--- src/rtl/sound_request_scheduler.sv ---
// rtl/sound_request_scheduler.sv - round-robin sound effect scheduler with FIFO, hold window and priority preemption
//
// Purpose:
//   Arbitrates sound-effect requests from NUM_REQ requesters. Requesters carrying
//   PRIORITY_CODE win over all others. Within each class the grant is round-robin.
//   Accepted non-zero codes are queued in a FIFO. Each queued code is issued as one
//   single-cycle write strobe, and a hold window of HOLD_CYCLES follows each strobe.
//   A priority grant discards the queue and any hold in progress.
//
// Ports:
//   clk            system clock
//   reset          asynchronous active-low reset
//   req_valid      per-requester request, held until acked
//   req_code       requester i code in bits [i*CODE_W +: CODE_W]
//   req_ready      one-hot combinational ack, request consumed this cycle
//   flush          synchronous queue/timer clear, suppresses all acks this cycle
//   snd_write_en   one-cycle strobe to the sound generator
//   snd_write_data code being written, 0 when no strobe
//   busy           high while issuing or holding
//   fifo_count     number of queued entries
//   drop_count     (SOUND_SCHED_DROP_CNT_EN only) saturating count of discarded entries
//
// Optional feature macro: SOUND_SCHED_DROP_CNT_EN
module sound_request_scheduler #(
  parameter int                NUM_REQ       = 4,
  parameter int                CODE_W        = 2,
  parameter int                FIFO_DEPTH    = 4,
  parameter int                HOLD_CYCLES   = 1000000,
  parameter logic [CODE_W-1:0] PRIORITY_CODE = 2'b11
) (
  input  logic                          clk,
  input  logic                          reset,
  input  logic [NUM_REQ-1:0]            req_valid,
  input  logic [NUM_REQ*CODE_W-1:0]     req_code,
  output logic [NUM_REQ-1:0]            req_ready,
  input  logic                          flush,
  output logic                          snd_write_en,
  output logic [CODE_W-1:0]             snd_write_data,
  output logic                          busy,
  output logic [$clog2(FIFO_DEPTH):0]   fifo_count
`ifdef SOUND_SCHED_DROP_CNT_EN
  ,
  output logic [7:0]                    drop_count
`endif
);

  localparam int PTR_W = $clog2(FIFO_DEPTH);
  localparam int CNT_W = PTR_W + 1;
  localparam int RR_W  = (NUM_REQ > 1) ? $clog2(NUM_REQ) : 1;
  localparam int TMR_W = (HOLD_CYCLES > 1) ? $clog2(HOLD_CYCLES) : 1;

  localparam logic [CNT_W-1:0] FULL_CNT = CNT_W'(FIFO_DEPTH);
  localparam logic [TMR_W-1:0] TMR_LOAD = TMR_W'(HOLD_CYCLES - 1);

  typedef enum logic [1:0] {
    S_IDLE  = 2'd0,
    S_ISSUE = 2'd1,
    S_HOLD  = 2'd2
  } state_t;

  state_t            r_state;
  state_t            w_state_nxt;

  logic [CODE_W-1:0] r_mem [FIFO_DEPTH];
  logic [PTR_W-1:0]  r_wr_ptr;
  logic [PTR_W-1:0]  r_rd_ptr;
  logic [CNT_W-1:0]  r_count;
  logic [RR_W-1:0]   r_rr;
  logic [TMR_W-1:0]  r_timer;
  logic [CODE_W-1:0] r_issue_code;

  logic [NUM_REQ-1:0] w_is_prio;
  logic               w_prio_hit;
  logic               w_norm_hit;
  logic [RR_W-1:0]    w_prio_idx;
  logic [RR_W-1:0]    w_norm_idx;
  logic [RR_W-1:0]    w_win_idx;
  logic [RR_W-1:0]    w_rr_next;
  logic [CODE_W-1:0]  w_win_code;
  logic               w_full;
  logic               w_grant_ok;
  logic               w_prio_take;
  logic               w_push;
  logic               w_pop;

  // Requester index at offset ofs from base, wrapping at NUM_REQ.
  function automatic logic [RR_W-1:0] rr_idx(input logic [RR_W-1:0] base, input int ofs);
    int s;
    s = int'(base) + ofs;
    if (s >= NUM_REQ) s = s - NUM_REQ;
    return RR_W'(s);
  endfunction

  always_comb begin
    w_is_prio = '0;
    for (int i = 0; i < NUM_REQ; i++) begin
      w_is_prio[i] = req_valid[i] && (req_code[i*CODE_W +: CODE_W] == PRIORITY_CODE);
    end
  end

  // Two round-robin scans from the shared pointer: one over priority requesters,
  // one over all requesters. The priority scan result wins when it hits.
  always_comb begin
    w_prio_hit = 1'b0;
    w_norm_hit = 1'b0;
    w_prio_idx = '0;
    w_norm_idx = '0;
    for (int k = 0; k < NUM_REQ; k++) begin
      if (!w_prio_hit && w_is_prio[rr_idx(r_rr, k)]) begin
        w_prio_hit = 1'b1;
        w_prio_idx = rr_idx(r_rr, k);
      end
      if (!w_norm_hit && req_valid[rr_idx(r_rr, k)]) begin
        w_norm_hit = 1'b1;
        w_norm_idx = rr_idx(r_rr, k);
      end
    end
  end

  always_comb begin
    w_full      = (r_count == FULL_CNT);
    w_prio_take = w_prio_hit && !flush;
    w_grant_ok  = !flush && (w_prio_hit || (w_norm_hit && !w_full));
    w_win_idx   = w_prio_hit ? w_prio_idx : w_norm_idx;
    w_win_code  = req_code[int'(w_win_idx)*CODE_W +: CODE_W];
    w_rr_next   = (w_win_idx == RR_W'(NUM_REQ - 1)) ? '0 : w_win_idx + RR_W'(1);
    // Code 0 is acked but never queued.
    w_push      = w_grant_ok && !w_prio_hit && (w_win_code != '0);
    // A priority grant rewrites the FIFO, so no pop that cycle.
    w_pop       = (r_state == S_IDLE) && (r_count != '0) && !flush && !w_prio_hit;
    req_ready   = (w_grant_ok && reset) ? (NUM_REQ'(1) << w_win_idx) : '0;
  end

  always_ff @(posedge clk or negedge reset) begin
    if (!reset) begin
      r_state <= S_IDLE;
    end else begin
      r_state <= w_state_nxt;
    end
  end

  always_comb begin
    w_state_nxt = r_state;
    if (flush || w_prio_take) begin
      w_state_nxt = S_IDLE;
    end else begin
      case (r_state)
        S_IDLE:  if (w_pop) w_state_nxt = S_ISSUE;
        S_ISSUE: w_state_nxt = S_HOLD;
        S_HOLD:  if (r_timer == '0) w_state_nxt = S_IDLE;
        default: w_state_nxt = S_IDLE;
      endcase
    end
  end

  always_ff @(posedge clk or negedge reset) begin
    if (!reset) begin
      r_wr_ptr     <= '0;
      r_rd_ptr     <= '0;
      r_count      <= '0;
      r_rr         <= '0;
      r_timer      <= '0;
      r_issue_code <= '0;
    end else begin
      if (w_grant_ok) r_rr <= w_rr_next;
      if (flush) begin
        r_wr_ptr <= '0;
        r_rd_ptr <= '0;
        r_count  <= '0;
        r_timer  <= '0;
      end else if (w_prio_take) begin
        // Priority code becomes the sole entry at slot 0.
        r_wr_ptr <= PTR_W'(1);
        r_rd_ptr <= '0;
        r_count  <= CNT_W'(1);
        r_timer  <= '0;
      end else begin
        if (w_push) r_wr_ptr <= r_wr_ptr + PTR_W'(1);
        if (w_pop) begin
          r_rd_ptr     <= r_rd_ptr + PTR_W'(1);
          r_issue_code <= r_mem[r_rd_ptr];
        end
        r_count <= r_count + CNT_W'(w_push) - CNT_W'(w_pop);
        if (r_state == S_ISSUE) begin
          r_timer <= TMR_LOAD;
        end else if (r_state == S_HOLD && r_timer != '0) begin
          r_timer <= r_timer - TMR_W'(1);
        end
      end
    end
  end

  always_ff @(posedge clk) begin
    if (!flush) begin
      if (w_prio_take) begin
        r_mem[0] <= PRIORITY_CODE;
      end else if (w_push) begin
        r_mem[r_wr_ptr] <= w_win_code;
      end
    end
  end

`ifdef SOUND_SCHED_DROP_CNT_EN
  logic [7:0] r_drop;
  logic [8:0] w_drop_sum;

  assign w_drop_sum = {1'b0, r_drop} + 9'(r_count);

  // Only entries still queued are counted; a strobe already issued is not.
  always_ff @(posedge clk or negedge reset) begin
    if (!reset) begin
      r_drop <= '0;
    end else if (flush || w_prio_take) begin
      r_drop <= w_drop_sum[8] ? 8'hFF : w_drop_sum[7:0];
    end
  end

  assign drop_count = r_drop;
`endif

  assign snd_write_en   = (r_state == S_ISSUE);
  assign snd_write_data = (r_state == S_ISSUE) ? r_issue_code : '0;
  assign busy           = (r_state != S_IDLE);
  assign fifo_count     = r_count;

endmodule

--- config.mk ---
export PLATFORM = sky130hd
export DESIGN_NAME = sound_request_scheduler
export DESIGN_NICKNAME = d
export VERILOG_FILES = /design/src/rtl/sound_request_scheduler.sv
export SDC_FILE = /design/constraint.sdc
export NUM_CORES = 1
export LEC_CHECK = 0
export BUFFER_PORTS_ARGS = -buffer_cell sky130_fd_sc_hd__buf_2
export CAP_MARGIN = 30
export CORE_ASPECT_RATIO = 1.25
export CORE_UTILIZATION = 59
export DETAILED_ROUTE_END_ITERATION = 7
export PLACE_DENSITY = 0.8
export SLEW_MARGIN = 20
export SYNTH_ARGS = -nofsm -noshare
export SYNTH_HDL_FRONTEND = slang
export SYNTH_SLANG_ARGS = --single-unit
--- constraint.sdc ---
create_clock -name clk -period 3.4 [get_ports clk]
set_input_delay 0.51 -clock clk [delete_from_list [all_inputs] [get_ports clk]]
set_output_delay 0.51 -clock clk [all_outputs]
set_load 0.02 [all_outputs]
; ---- Yosys cells after proc, flatten, opt, wreduce, memory -nomap -nowiden
; Memories as Yosys holds them, arrays and structs flattened. A register that Yosys moved wholly into a read port is not among the register bits.
; Index checks and enable logic that the tools add are counted.
[totals]
register_bits = 31
inputBits = 15
n_memories = 1
ramBits = 8
out_inout_bits = 11
[classes]
order_cmp = 8
mux = 66
add_sub_neg = 13
shift = 2
bitwise = 2
n_reduce_logical = 44
eq_ne = 10
[memory_table]
columns = name, depth, width, read_ports, rd_clocked_by_memory_dff, wr, line_no
row1 = r_mem, 4, 2, 1, 1, 1, 64  ; logic [CODE_W-1:0] r_mem [FIFO_DEPTH];
[ops]
columns = op, n
row1 = 2-to-1 mux 20 bit, 4
row2 = 2-to-1 mux 2 bit, 26
row3 = 2-to-1 mux 1 bit, 24
row4 = logical AND 1 bit, 20
row5 = zero test 20 bit, 1
row6 = nonzero test 20 bit, 1
row7 = subtractor 20 x 1 -> 20 bit (second input constant), 1
row8 = binary-select mux 1 bit (select 2 bit), 8
row9 = equality test 2 bit (second input constant), 6
row10 = < comparator 2 x 3 -> 1 bit (second input constant), 4
row11 = zero test 1 bit, 10
row12 = greater-or-equal comparator 3 bit (second input constant), 3
row13 = nonzero test 3 bit, 3
row14 = variable part select 8 x 4 -> 2 bit, 1
row15 = subtractor 2 x 1 -> 2 bit (second input constant), 4
row16 = adder 2 x 1 -> 2 bit (second input constant), 3
row17 = adder 2 x 2 -> 3 bit (second input constant), 2
row18 = 2-to-1 mux 3 bit, 2
row19 = case mux 2 bit (3 select lines), 1
row20 = 2-to-1 mux 4 bit, 1
row21 = nonzero test 2 bit, 2
row22 = nonzero test 4 bit, 1
row23 = << shifter 1 x 2 -> 4 bit (first input constant), 1
row24 = adder 2 x 1 -> 3 bit (second input constant), 1
row25 = 13 further kinds, 15

; ---- Depth between registers and ports, before layout
; Gate-level depths: netlist of the first run.
[depth]
depth_word = 25
ltp_mapped = 16

; ---- Least setup slack after synthesis of the first run
; No wires, ideal clock.
[synth_path]
path_kind = input -> register
startpoint = in req_code[4]
endpoint = reg r_count[2], in the netlist fifo_count[2]
cell_stages = 15
required_ns = 3.268
path_buffers = 1
arrival_ns = 3.122
path_slack_ns = 0.146
cell_sequence = nand3_1 > o21ai_0 > a221o_1 > and2_4 > buf_6 > a2111oi_4 > o21ai_4 > ha_1 > inv_1 > ha_1 > inv_1 > fa_1 > xor2_1 > xnor2_1 > nor2_1
[synth_via]
elab_chain_cells = 22
elab_cells_between_ends = 38
[synth_rtl]
columns = item, line_no
row1 = "start, declared", 34  ; input logic [NUM_REQ*CODE_W-1:0] req_code,
row2 = equality test 2 bit, 97  ; w_is_prio[i] = req_valid[i] && (req_code[i*CODE_W +: CODE_W] == PRIORITY_CODE);
row3 = logical AND 1 bit, 97
row4 = binary-select mux 1 bit (select 2 bit), 109  ; if (!w_prio_hit && w_is_prio[rr_idx(r_rr, k)]) begin
row5 = 2-to-1 mux 1 bit (implied by the code), 109
row6 = 2-to-1 mux 1 bit, 109
row7 = zero test 1 bit, 109
row8 = logical AND 1 bit, 109
row9 = 2-to-1 mux 1 bit, 109
row10 = [6 not listed], n/a
row11 = 2-to-1 mux 2 bit / logical OR 1 bit (equally long branches), "124, 123"
row12 = variable part select 8 x 4 -> 2 bit / logical AND 1 bit (equally long branches), "125, 123"
row13 = nonzero test 2 bit / logical AND 1 bit (equally long branches), 128  ; w_push = w_grant_ok && !w_prio_hit && (w_win_code != '0);
row14 = logical AND 1 bit, 128
row15 = adder 3 x 1 -> 3 bit, 183  ; r_count <= r_count + CNT_W'(w_push) - CNT_W'(w_pop);
row16 = subtractor 3 x 1 -> 3 bit, 183
row17 = 2-to-1 mux 3 bit *, 171  ; end else if (w_prio_take) begin
row18 = 2-to-1 mux 3 bit *, 166  ; if (flush) begin
row19 = "end signal, assigned", 183
row20 = "end, declared", 67  ; logic [CNT_W-1:0] r_count;
; Mark *: on every way between the ends. The rest lies on a longest branch, timed or not. The select of a mux whose other input is x is not followed.
; A chain may end at the register's enable or synchronous reset.

; ---- Worst setup path in the final report of the first run
[layout_path]
startpoint = reg r_rr[1]
endpoint = reg r_count[2], in the netlist fifo_count[2]
[layout_via]
elab_chain_cells = 23
elab_cells_between_ends = 74
[layout_rtl]
columns = item, line_no
row1 = "start, declared", 68  ; logic [RR_W-1:0] r_rr;
row2 = "start signal, assigned", 165  ; if (w_grant_ok) r_rr <= w_rr_next;
row3 = branches (longest 21 deep; another with adder 2 x 1 -> 3 bit), n/a
row4 = 2-to-1 mux 3 bit *, 171
row5 = 2-to-1 mux 3 bit *, 166
; Every way passes the cells marked *. The select of a mux whose other input is x is not followed.

==> run metrics, run 1 <==
status completed; Slew @ Worst Pin 0.468 ns; Core ar. 3910 µm²; Synth Instances 252; IO Count 26; share of cells above drive strength 1 20.9%; final hold violations 0; initial core utilization 63.2%; n_diodes 0; overall routed net length 4850 µm; VDD IR max 0.347 mV; TritonCTS clock tree yes; first-pass GRT wire length 8230 µm; power per cell area 530 nW/µm²; via count 2020; worst-skew pair later-pin latency 0.29 ns; CTS max path bufs 2; fin. max-slew vios 0; chip width 59.9 µm; post-route clock period utilization 93.2%; RSZ-0062 raised after global routing no; placed inst area 2700 µm²; TritonRoute pass-1 iters 4; worst hold path class input pin to asynchronous set/reset pin; All-Layer GR Usage 24.6%; Chip Height 74.4 µm; post-route ant nets 0; clk sinks 41; largest net degree at the start of global routing 34; CTS-repair resized insts 0; die area 4460 µm²; fin nets 309; number of synthesized register bits 41; Port Buf Inserts 25; vias per cell 5.92; register area share after synthesis 43.1%; Crit-path slowest cell dfrtp_2; Req. time, crit path 3.56 ns; synth unique cells 55; # DRC 0; Rel. slew slack 68.8%; Root Buffer clkbuf_8; Worst Path Buf+Inv 2; clock slew at reported path FFs 0.08 ns; total CTS buffers 5; dpl hpwl 3660 µm; CP Class flip-flop to flip-flop; Cell Area, Synth 2470 µm²; Startpoint Class flip-flop; Primary FF master, synth dfrtp_1; Syn-to-layout area delta 12.6%; setup_tns 0 ns; fin util 71.2%; Finish-stage setup viols 0; antenna violations before repair 0; largest fanout on the critical path 10; crit path time final 3.17 ns; Hold-fix buffers, CTS 0; Starting DRT DRC Count 76; Post-CTS Setup Bufs 0; grt total ovfl 0; Worst Hold Slack 0.300 ns; site row count 25; Mapped Nets 275; Post-synth EDFFs 8; Worst Setup End Kind flip-flop; Max Cap Viol 0; Avg WL per Cell 14.2 µm; CP max stage delay 0.49 ns; Pleak 1.24 nW; Final Cell Area 2780 µm²; CP Data Arrival Time 3.33 ns; H-tree Lvls 2; critical path cell sequence o311ai_0 -> nor3_1 -> o221ai_1 -> and4bb_2 -> o21ai_4 -> ha_1 -> inv_1 -> ha_1 -> inv_1 -> fa_1 -> xor2_1 -> xnor2_1 -> nor2_1; placer congestion estimate 0.937; syn avg cell area 9.81 µm²; vias in the first global route 1955; ys async rst share 80.5%; skew final 0.0105 ns; synth warn 0; fmax 0.316 GHz; CP delay by family, top compound AO/OA/AOI/OAI gates
==> power breakdown <==
group | switching [mW] | total, mW | internal [mW]
sequential | 0.0701 | 0.634 | 0.564
clock | 0.164 | 0.306 | 0.142
combinational | 0.302 | 0.535 | 0.233
==> cell usage after synthesis (7+ instances only) <==
master	n	area [µm²]
dfrtp_1	33	826
nor2_1	27	101
a21oi_1	24	120
nor3_1	15	75.1
nand2_1	12	45.0
inv_1	11	41.3
o21ai_0	9	45.0
edfxtp_1	8	240
xor2_1	8	70.1
ha_1	7	87.6
mux2i_1	7	70.1
xnor2_1	7	61.3
==> registers in the layout (all words and copies together), names as in the netlist <==
register / flops
r_rr: 2
fifo_count: 3
r_state: 2
r_wr_ptr: 2
r_issue_code: 2
r_rd_ptr: 2
r_timer: 20
r_mem: 8
==> cells in the final DEF, fill, tap and decap left out, drive strengths merged, types with 3 or more instances in the layout <==
master  Yosys  layout
clkbuf      4       5
mux2i       7       7
mux2        4       4
or4         3       3
a211oi      4       4
inv        11      11
nor2       28      28
dfrtp      33      33
nand3       6       6
or2         3       3
nor3       16      16
a31oi       3       3
buf         4      35
nor4        5       5
xor2        8       8
ha          7       7
xnor2       7       7
and3        6       6
a21oi      24      24
o21ai      11      11
edfxtp      8       8
nand2b      4       4
clkinv      0       3
nand3b      3       3
and2        5       5
nand2      12      12
==> cell type report <==
type	instances	area [µm²]
Clock inverter	3	17.5
Clock buffer	5	68.8
Multi-Input combinational cell	192	1320
Fill cell	317	1130
Tap cell	54	67.6
Sequential cell	41	1070
Timing Repair Buffer	35	200
Inverter	11	41.3
==> metal layers <==
| layer | GRT usage (%) | vias up | part of all wire [%] |
|---|---|---|---|
| li1 | - | 986 | - |
| met1 | 29.7 | 972 | 43 |
| met2 | 43.3 | 52 | 52 |
| met3 | 3.83 | 10 | 3.2 |
| met4 | 9.82 | 0 | 1.6 |
| met5 | 0 | - | 0 |
==> per-stage QoR <==
stage	instances	setup slack, ns	total power, mW
floorplan	252	0.146	1.02
global placement	333	0.156	1.16
detailed placement	333	-0.00845	1.17
CTS	341	0.160	1.48
global route	341	0.0329	1.57
finish	341	0.231	1.47
==> cells by family (layout without fill, tap and decap cells) <==
| group | after synthesis | in the layout | share of synthesized area [%] |
|---|---|---|---|
| buffers and inverters | 19 | 54 | 3.44 |
| and+or+nand+nor | 102 | 102 | 22.5 |
| AOI/OAI and AO/OA | 54 | 54 | 14.8 |
| adders and majority gates | 8 | 8 | 4.35 |
| xor gates and xnor gates | 15 | 15 | 5.31 |
| DFF | 41 | 41 | 43.1 |
| muxes | 13 | 13 | 6.48 |
==> path summary, 6_finish.rpt <==
path / endpoint / startpoint / slack, ns / cells after the start
worst min register to register: r_issue_code[1] / r_issue_code[1] / 0.50 / 1
worst max-delay path: fifo_count[2] / r_rr[1] / 0.23 / 13
min in group clk: fifo_count[0] / flush / 0.45 / 2
max in group asynchronous: r_rr[1] / reset / 2.79 / 2
worst max register to register: fifo_count[2] / r_rr[1] / 0.23 / 13
worst min-delay path: r_timer[17] / reset / 0.30 / 2
(Power assumes the default switching activity.)
==> inputs of run 2 (changes only) <==
--- a/config.mk
+++ b/config.mk
@@ -5,12 +5,13 @@
 export SDC_FILE = /design/constraint.sdc
 export NUM_CORES = 1
 export LEC_CHECK = 0
-export BUFFER_PORTS_ARGS = -buffer_cell sky130_fd_sc_hd__buf_2
 export CAP_MARGIN = 30
 export CORE_ASPECT_RATIO = 1.25
-export CORE_UTILIZATION = 59
+export CORE_UTILIZATION = 60
+export CTS_BUF_LIST = sky130_fd_sc_hd__clkbuf_4 sky130_fd_sc_hd__clkbuf_8 sky130_fd_sc_hd__clkbuf_16
 export DETAILED_ROUTE_END_ITERATION = 7
-export PLACE_DENSITY = 0.8
+export DONT_BUFFER_PORTS = 1
+export PLACE_DENSITY = 0.76
 export SLEW_MARGIN = 20
 export SYNTH_ARGS = -nofsm -noshare
 export SYNTH_HDL_FRONTEND = slang
==> constraint.sdc (replaced) <==
create_clock -name clk -period 3.71 [get_ports clk]
set_input_delay 0.5565 -clock clk [delete_from_list [all_inputs] [get_ports clk]]
set_output_delay 0.5565 -clock clk [all_outputs]
set_load 0.02 [all_outputs]
==> run metrics, run 2 (synthesis gave the netlist of run 1 again) <==
largest net degree at the start of global routing 34 (unchanged); clock slew at reported path FFs 0.08 ns (about the same); Avg WL per Cell 16.1 µm (+13%); # DRC 0 (unchanged); initial core utilization 64.3% (+1.0 points); via count 1879 (-7.0%); final hold violations 0 (unchanged); fin nets 278 (-10%); Rel. slew slack 60.3% (-8.5 points); H-tree Lvls 2 (unchanged); total CTS buffers 5 (unchanged); reg2reg start r_rr[1]; routed wl met2 2590 µm (+2.5%); n_diodes 0 (unchanged); largest fanout on the critical path 10 (unchanged); site row count 25 (unchanged); Worst Hold Slack 0.0825 ns (-0.217 ns); vias per cell 6.06 (+2.3%); Port Buf Inserts 0 (-100%); power per cell area 540 nW/µm² (+1.9%); RSZ-0062 raised after global routing no; antenna violations before repair 0 (unchanged); Starting DRT DRC Count 77 (+1.3%); post-route ant nets 0 (unchanged); TritonCTS clock tree yes; Reg2Reg Depth 14 (+1); critical path cell sequence mux2i_1 -> nor2_1 -> nor3_1 -> o221ai_1 -> a2111oi_4 -> o21ai_4 -> ha_1 -> inv_1 -> ha_1 -> inv_1 -> fa_1 -> xor2_1 -> xnor2_1 -> nor2_1; clk sinks 41 (unchanged); Biggest register r_timer; worst hold path class input pin to asynchronous set/reset pin; Crit-path slowest cell dfrtp_1; Startpoint Class flip-flop; All-Layer GR Usage 25.8% (+1.3 points); Critical R2R Capture fifo_count[2]; dpl hpwl 3620 µm (-1.3%); fin. max-slew vios 0 (unchanged); Fill cells 310 (-2.2%); CTS-repair resized insts 0 (unchanged); vias in the first global route 1888 (-3.4%); CP Data Arrival Time 3.48 ns (+0.15 ns); max FFs per register 20 (unchanged); chip width 59.4 µm (-0.81%); wire length on met3 150 µm (-3.2%); CTS max path bufs 2 (unchanged); status completed; first-pass GRT wire length 8520 µm (+3.5%); die area 4380 µm² (-1.6%); Hold-fix buffers, CTS 1 (+1); Chip Height 73.8 µm (-0.81%); most frequent cells in the layout 33 x dfrtp_1, 27 x nor2_1, 24 x a21oi_1; Worst Setup End Kind flip-flop; Post-CTS Setup Bufs 0 (unchanged); Finish-stage setup viols 0 (unchanged); setup_tns 0 ns (unchanged); VDD IR max 0.306 mV (-12%); worst-skew pair later-pin latency 0.29 ns (about the same); power consumption 1.44 mW (-2.2%); IO Count 26 (unchanged); Syn-to-layout area delta 8.10%; grt total ovfl 0 (unchanged); overall routed net length 4980 µm (+2.7%); CP Class flip-flop to flip-flop; CP max stage delay 0.54 ns (+0.05 ns); Core ar. 3850 µm² (-1.6%); skew final 0.00756 ns (-0.00295 ns); footprint of the multi-input gates 1320 µm² (unchanged); placed inst area 2520 µm² (-6.6%); post-route clock period utilization 89.3% (-3.9 points); share of cells above drive strength 1 11.3% (-9.6 points); Req. time, crit path 3.88 ns (+0.32 ns); Root Buffer clkbuf_8; M1 wire length 2190 µm (+5.0%); Pleak 1.12 nW (-9.2%); crit path time final 3.31 ns (+0.143 ns); placer congestion estimate 0.874 (-6.8%); Max Cap Viol 0 (unchanged); TritonRoute pass-1 iters 4 (unchanged); FF/Latch Area 1070 µm² (-0.12%); Slew @ Worst Pin 0.596 ns (+0.127 ns); FF-to-FF setup slack 0.40 ns (+0.17 ns); highest routed layer met4; most common cell after layout, fill and taps aside dfrtp_1; fmax 0.302 GHz (-4.3%); Final Cell Area 2670 µm² (-4.0%)
## run 2: routing by layer
layer	up-vias	track usage, %
met5	-	0
met4	0	7.67
met3	5	4.23
met2	28	45.6
met1	924	32.0
li1	922	-
## run 2: cell type report
cell class / count / area share [%]
inverter: 11 / 1.54
tap: 54 / 2.53
multi-input combinational: 192 / 49.4
clock buffer: 5 / 2.57
sequential: 41 / 39.9
timing repair buffer: 4 / 1.59
clock inverter: 3 / 2.43
## run 2: per-stage QoR
step / instances / setup slack [ns] / util, %
2_1_floorplan: 252 / 0.409 / -
3_3_place_gp: 301 / 0.358 / 65.5
3_5_place_dp: 301 / 0.292 / 65.5
4_1_cts: 310 / 0.408 / 69.5
5_1_grt: 310 / 0.113 / 69.5
6_report: 310 / 0.398 / 69.5
## run 2: worst max path at each step
| stage | slack, ns | startpoint | endpoint |
|---|---|---|---|
| 6_report | 0.40 | r_rr[1] | fifo_count[2] |
| 5_1_grt | 0.11 | r_rr[1] | fifo_count[2] |
| 4_1_cts | 0.41 | r_rr[1] | fifo_count[2] |
| 3_5_place_dp | 0.29 | req_code[5] | fifo_count[2] |
| 3_3_place_gp | 0.36 | req_code[4] | fifo_count[2] |
| 2_1_floorplan | 0.41 | req_code[4] | fifo_count[2] |
## run 2: critical path: cells and delay by family, from the launching register on
kind                     cells  cell delay (ns)
adder cells (fa/ha/maj)      3             0.78
multiplexers                 1             0.22
AO/OA/AOI/OAI                3             0.96
flip-flops                   1             0.54
buffers and inverters        2             0.10
AND/OR/NAND/NOR              3             0.30
XOR/XNOR                     2             0.30
## run 2: power by group
group / switching [mW] / internal, mW
clock: 0.154 / 0.267
sequential: 0.0729 / 0.515
combinational: 0.254 / 0.179
